## src/rtl/conv_pixel_scheduler.sv

```systemverilog
// Convolution layer pass sequencer: walks groups/rows/cols and per-pixel input-map/kernel cycles,
// issuing memory reads and MAC control with a stall-aware start/clear/run/drain/done FSM.
module conv_pixel_scheduler #(
   parameter int NUM_MEM       = 6,
   parameter int KERNEL_CYCLES = 25,
   parameter int OUT_WIDTH     = 10,
   parameter int NUM_GROUPS    = 16,
   parameter int PIPE_LAT      = 3,
   parameter int CPP_W         = 8,
   parameter int SEL_W         = 4,
   parameter int POS_W         = 4,
   parameter int GRP_W         = 4
) (
   input  logic             clock,
   input  logic             reset,
   input  logic             go,
   input  logic             stall,
   output logic             busy,
   output logic             done,
   output logic             mem_rden,
   output logic [SEL_W-1:0] mem_sel,
   output logic             accum_sload,
   output logic             mult_en,
   output logic             mult_clear,
   output logic             pixel_valid,
   output logic [POS_W-1:0] out_row,
   output logic [POS_W-1:0] out_col,
   output logic [GRP_W-1:0] group_idx
);

   localparam int                CPP      = NUM_MEM * KERNEL_CYCLES;
   localparam logic [CPP_W-1:0]  K_LAST   = CPP_W'(CPP - 1);
   localparam logic [CPP_W-1:0]  KC_LAST  = CPP_W'(KERNEL_CYCLES - 1);
   localparam logic [POS_W-1:0]  POS_LAST = POS_W'(OUT_WIDTH - 1);
   localparam logic [GRP_W-1:0]  GRP_LAST = GRP_W'(NUM_GROUPS - 1);

   typedef enum logic [2:0] {IDLE, CLEAR, RUN, DRAIN, DONE} state_t;

   typedef struct packed {
      logic             vld;
      logic             first;
      logic             last;
      logic [GRP_W-1:0] grp;
      logic [POS_W-1:0] row;
      logic [POS_W-1:0] col;
   } mark_t;

   state_t state_q, state_d;

   logic [CPP_W-1:0] k_q, kc_q;
   logic [SEL_W-1:0] sel_q;
   logic [POS_W-1:0] row_q, col_q;
   logic [GRP_W-1:0] grp_q;

   // Index 0 is the newest issue; index PIPE_LAT-1 is MAC arrival, PIPE_LAT is result out.
   mark_t [PIPE_LAT:0] pipe_q;
   mark_t              issue_mark;

   logic active, frozen, issue, k_wrap, final_issue, pending;

   assign active      = (state_q == RUN) || (state_q == DRAIN);
   assign frozen      = active && stall;
   assign issue       = (state_q == RUN) && !stall;
   assign k_wrap      = (k_q == K_LAST);
   assign final_issue = issue && k_wrap && (col_q == POS_LAST) &&
                        (row_q == POS_LAST) && (grp_q == GRP_LAST);

   always_comb begin
      issue_mark       = '0;
      issue_mark.vld   = issue;
      issue_mark.first = issue && (k_q == '0);
      issue_mark.last  = issue && k_wrap;
      issue_mark.grp   = grp_q;
      issue_mark.row   = row_q;
      issue_mark.col   = col_q;
   end

   always_comb begin
      pending = 1'b0;
      for (int i = 0; i < PIPE_LAT; i++) pending = pending | pipe_q[i].vld;
   end

   // NOTE: sequential state uses non-blocking assignments so every register samples pre-edge values.
   always_ff @(posedge clock or posedge reset) begin
      if (reset) state_q <= IDLE;
      else       state_q <= state_d;
   end

   always_ff @(posedge clock or posedge reset) begin
      if (reset) begin
         k_q   <= '0;
         kc_q  <= '0;
         sel_q <= '0;
         row_q <= '0;
         col_q <= '0;
         grp_q <= '0;
      end else if (state_q == CLEAR) begin
         k_q   <= '0;
         kc_q  <= '0;
         sel_q <= '0;
         row_q <= '0;
         col_q <= '0;
         grp_q <= '0;
      end else if (issue) begin
         // mem_sel tracks k / KERNEL_CYCLES through its own kernel sub-counter.
         if (kc_q == KC_LAST) begin
            kc_q  <= '0;
            sel_q <= k_wrap ? '0 : sel_q + SEL_W'(1);
         end else begin
            kc_q <= kc_q + CPP_W'(1);
         end

         if (k_wrap) begin
            k_q <= '0;
            if (col_q == POS_LAST) begin
               col_q <= '0;
               if (row_q == POS_LAST) begin
                  row_q <= '0;
                  grp_q <= (grp_q == GRP_LAST) ? '0 : grp_q + GRP_W'(1);
               end else begin
                  row_q <= row_q + POS_W'(1);
               end
            end else begin
               col_q <= col_q + POS_W'(1);
            end
         end else begin
            k_q <= k_q + CPP_W'(1);
         end
      end
   end

   always_ff @(posedge clock or posedge reset) begin
      if (reset)        pipe_q <= '0;
      else if (!frozen) pipe_q <= {pipe_q[PIPE_LAT-1:0], issue_mark};
   end

   // NOTE: combinational blocks assign every output a default first so no latch is inferred.
   always_comb begin
      state_d = state_q;
      unique case (state_q)
         IDLE:    if (go) state_d = CLEAR;
         CLEAR:   state_d = RUN;
         RUN:     if (final_issue) state_d = DRAIN;
         DRAIN:   if (!stall && pipe_q[PIPE_LAT].last && !pending) state_d = DONE;
         DONE:    state_d = IDLE;
         default: state_d = IDLE;
      endcase
   end

   always_comb begin
      busy        = (state_q == CLEAR) || active;
      done        = (state_q == DONE);
      mult_clear  = (state_q == CLEAR);
      mult_en     = (state_q == CLEAR) || (active && !stall);
      mem_rden    = issue;
      accum_sload = active && !stall && pipe_q[PIPE_LAT-1].first;
      pixel_valid = active && !stall && pipe_q[PIPE_LAT].last;
      out_row     = pipe_q[PIPE_LAT].row;
      out_col     = pipe_q[PIPE_LAT].col;
      group_idx   = pipe_q[PIPE_LAT].grp;
   end

   assign mem_sel = sel_q;

endmodule

```

## config.mk

```make
export PLATFORM = sky130hd
export DESIGN_NAME = conv_pixel_scheduler
export DESIGN_NICKNAME = d
export VERILOG_FILES = /design/src/rtl/conv_pixel_scheduler.sv
export SDC_FILE = /design/constraint.sdc
export NUM_CORES = 1
export LEC_CHECK = 0
export BUFFER_PORTS_ARGS = -buffer_cell sky130_fd_sc_hd__buf_2
export CAP_MARGIN = 10
export CORE_ASPECT_RATIO = 1.2
export CORE_MARGIN = 2
export CORE_UTILIZATION = 35
export CTS_CLUSTER_DIAMETER = 150
export DETAILED_ROUTE_END_ITERATION = 12
export GPL_TIMING_DRIVEN = 1
export SLEW_MARGIN = 20
export SYNTH_ARGS = -nofsm -noshare
export SYNTH_HDL_FRONTEND = slang
export SYNTH_SLANG_ARGS = --single-unit
```

## constraint.sdc

```tcl
create_clock -name clock -period 6.9 [get_ports clock]
set_input_delay 0 -clock clock [delete_from_list [all_inputs] [get_ports clock]]
set_output_delay 0 -clock clock [all_outputs]
set_load 0.05 [all_outputs]
```

==> out/qor.txt <==
# nets final: 500
Largest net degree at the start of global routing: 70
Synth warnings: 0
Antenna Nets Post-Route: 0
Post-DR vias/cell: 4.92
Share of cells above drive strength 1: 11.2%
Fin. Hold Viols: 0
Crit path kind: reg -> reg
CTS Buffer Depth: 2
Crit share post-route: 37.0%
Initial antenna violation count: 0
Setup TNS: 0 ns
Post-CTS Setup Inserts: 0
Worst slew margin: 39.4%
Path depth of the worst reg2reg path: 5
Post-synthesis cell type count: 48
Tightest Pin Transition: 0.909 ns
CTS Buf Count: 9
Sequential area share after synthesis: 54.3%
Max_cap viols: 0
Gpl congestion: 0.863
GRT Util Overall: 13.8%
Starting density of the core: 35.6%
First-pass GRT wire length: 14800 um
Mean Syn Cell Area: 9.05 um2
Worst Skew: 0.00846 ns
Crit path DAT: 2.78 ns
Vias in the first global route: 3135
Maximum vdd drop: 183 uV
Cells after synthesis: 474
Core ar.: 12100 um2
Synth Register Bits: 93
Critical R2R Launch: state_q[2]
Row count: 44
Post-Syn Nets: 489
Final hold slack: 0.0129 ns
Drt first-iter violations: 222
Max-slew violation count: 0
Clk Latency, worst-skew pair: 0.34 ns
Crit path capture: col_q[0]
Final Power: 1.29 mW
Async set-reset flop share out of synthesis: 100%
M1 GR Usage: 18.3%
Hold WC Path Type: in -> reg
Total gr overflow: 0
Non-filler cells, final: 651
Number of clock sinks: 93
PD cells: 267 nW/um2
Leakage: 2.45 nW
Synth Flop Type: dfrtp_1
Most Used Layer, Global Route: met2
Met3 Track Usage GR: 2.92%
DP HPWL: 5470 um
Setup slack, reg-to-reg: 4.35 ns
Worst R2R End: col_q[0]
Post-layout min period: 2.55 ns
Crit. Startpoint: state_q[2]
Drt pass-1 iters: 4
# setup viols final: 0
CP required: 7.13 ns
Final core occ: 40.0%
Outcome: complete, no violations
Clock slew at reported path FFs: 0.07 ns
Routing usage on met2: 22.1%
CTS tree: yes
Critical path fanouts, max: 16
# diodes: 0
Critical path launch point type: flop
EDFF count, synth: 0
Via Count: 3201
Final instance area: 4820 um2
CP Capture Type: flop
Area of the die: 13200 um2
H-tree depth: 3
Final WL: 8420 um
DR WL/cell: 12.9 um
IO Count: 27
RSZ-0062 raised after global routing: no
Final worst slack: 4.35 ns
Root Driver: clkbuf_16
Fmax: 0.392 GHz
Placed cell count: 633
Drt drc: 0
Die width: 105 um
Placed cell area: 4490 um2
# fillers: 1206
Die Ht: 125 um
DP Worst Slack: 4.31 ns
Mapped cell area: 4290 um2
IO Port Bufs: 26
Area Overhead vs Synth: 12.4%
## cell type report
cell class,instances,area [um2],area share (%)
tap,161,201,4.18
inverter,18,68.8,1.43
timing repair buffer,31,173,3.58
clock inverter,7,90.1,1.87
multi-input combinational,332,1740,36.0
sequential,93,2330,48.3
clock buffer,9,225,4.67
## worst min-delay path by stage
stage	cells past startpoint	endpoint	start	slack, ns
2_1_floorplan	2	state_q[0]	go	0.18
3_3_place_gp	2	out_col[3]	reset	0.004
3_5_place_dp	2	out_col[3]	reset	0.009
4_1_cts	4	state_q[2]	stall	0.008
5_1_grt	4	state_q[2]	stall	0.05
6_report	4	state_q[2]	stall	0.01
## cell usage in the layout, fill, tap and decap left out, types with 5 or more instances in the layout
cell | synthesis | layout
buf_2 | 3 | 26
o31ai_1 | 7 | 7
nor2_1 | 20 | 19
ha_1 | 11 | 11
nand2_1 | 168 | 168
clkbuf_16 | 0 | 9
nand4_1 | 6 | 6
inv_1 | 17 | 16
a21oi_1 | 18 | 18
o21ai_0 | 13 | 13
a31oi_1 | 6 | 6
dfrtp_1 | 93 | 93
nand3_1 | 14 | 14
xnor2_1 | 5 | 5
nor3_1 | 7 | 7
## worst max-delay path, stage by stage (launching register included)
cell and delay [ns]:
dfrtp_1 0.54, or3b_2 0.68, inv_2 0.22, a21oi_1 0.11
nor2_1 0.48, mux2_2 0.40
## per-layer routing
metal,vias up,part of all wire (%)
li1,1590,-
met2,59,49
met4,0,1.4
met3,9,4.0
met1,1543,46
met5,-,0
## repair_timing
item / 4_1_cts / 5_1_grt
hold buffers: 2 / 0
endpoints found under the hold margin: 25 / 0
gates resized for setup: 0 / 0
## flip-flops by register name, indices dropped and copies added (netlist names)
register	count
col_q	4
group_idx	4
grp_q	4
k_q	8
kc_q	8
mem_sel	4
out_col	4
out_row	4
pipe_q	46
row_q	4
state_q	3
## synthesized netlist by cell type (2+ instances only)
cell type	count	area, um2
nand2_1	168	631
dfrtp_1	93	2330
nor2_1	20	75.1
a21oi_1	18	90.1
inv_1	17	63.8
clkbuf_1	16	60.1
nand3_1	14	70.1
o21ai_0	13	65.1
buf_4	12	90.1
ha_1	11	138
nor3_1	7	35.0
o31ai_1	7	52.6
a31oi_1	6	37.5
nand4_1	6	37.5
xnor2_1	5	43.8
a211oi_1	4	30.0
and2_1	4	25.0
or3_1	4	25.0
or4_1	4	30.0
a22o_1	3	26.3
buf_2	3	15.0
nand3b_1	3	22.5
a21o_1	2	15.0
a32o_1	2	20.0
and3_1	2	12.5
and3b_1	2	17.5
mux2_2	2	22.5
mux2i_1	2	20.0
nor4_1	2	12.5
o211ai_1	2	15.0
o21a_1	2	15.0
or2_2	2	12.5
## cells by family after synthesis
family	count (synthesis)	synth area share (%)
multiplexers	4	0.992
flip-flops	93	54.3
AND/OR/NAND/NOR	249	25.7
buffers and inverters	49	5.43
adder cells (fa/ha/maj)	11	3.21
AO/OA/AOI/OAI	63	9.36
XOR/XNOR	5	1.02
## power breakdown
part	switching [mW]	total [mW]	internal [mW]
Combinational	0.0962	0.149	0.0526
Sequential	0.0468	0.627	0.581
Clock	0.224	0.513	0.289
Total	0.367	1.29	0.922
(Power assumes the default switching activity.)
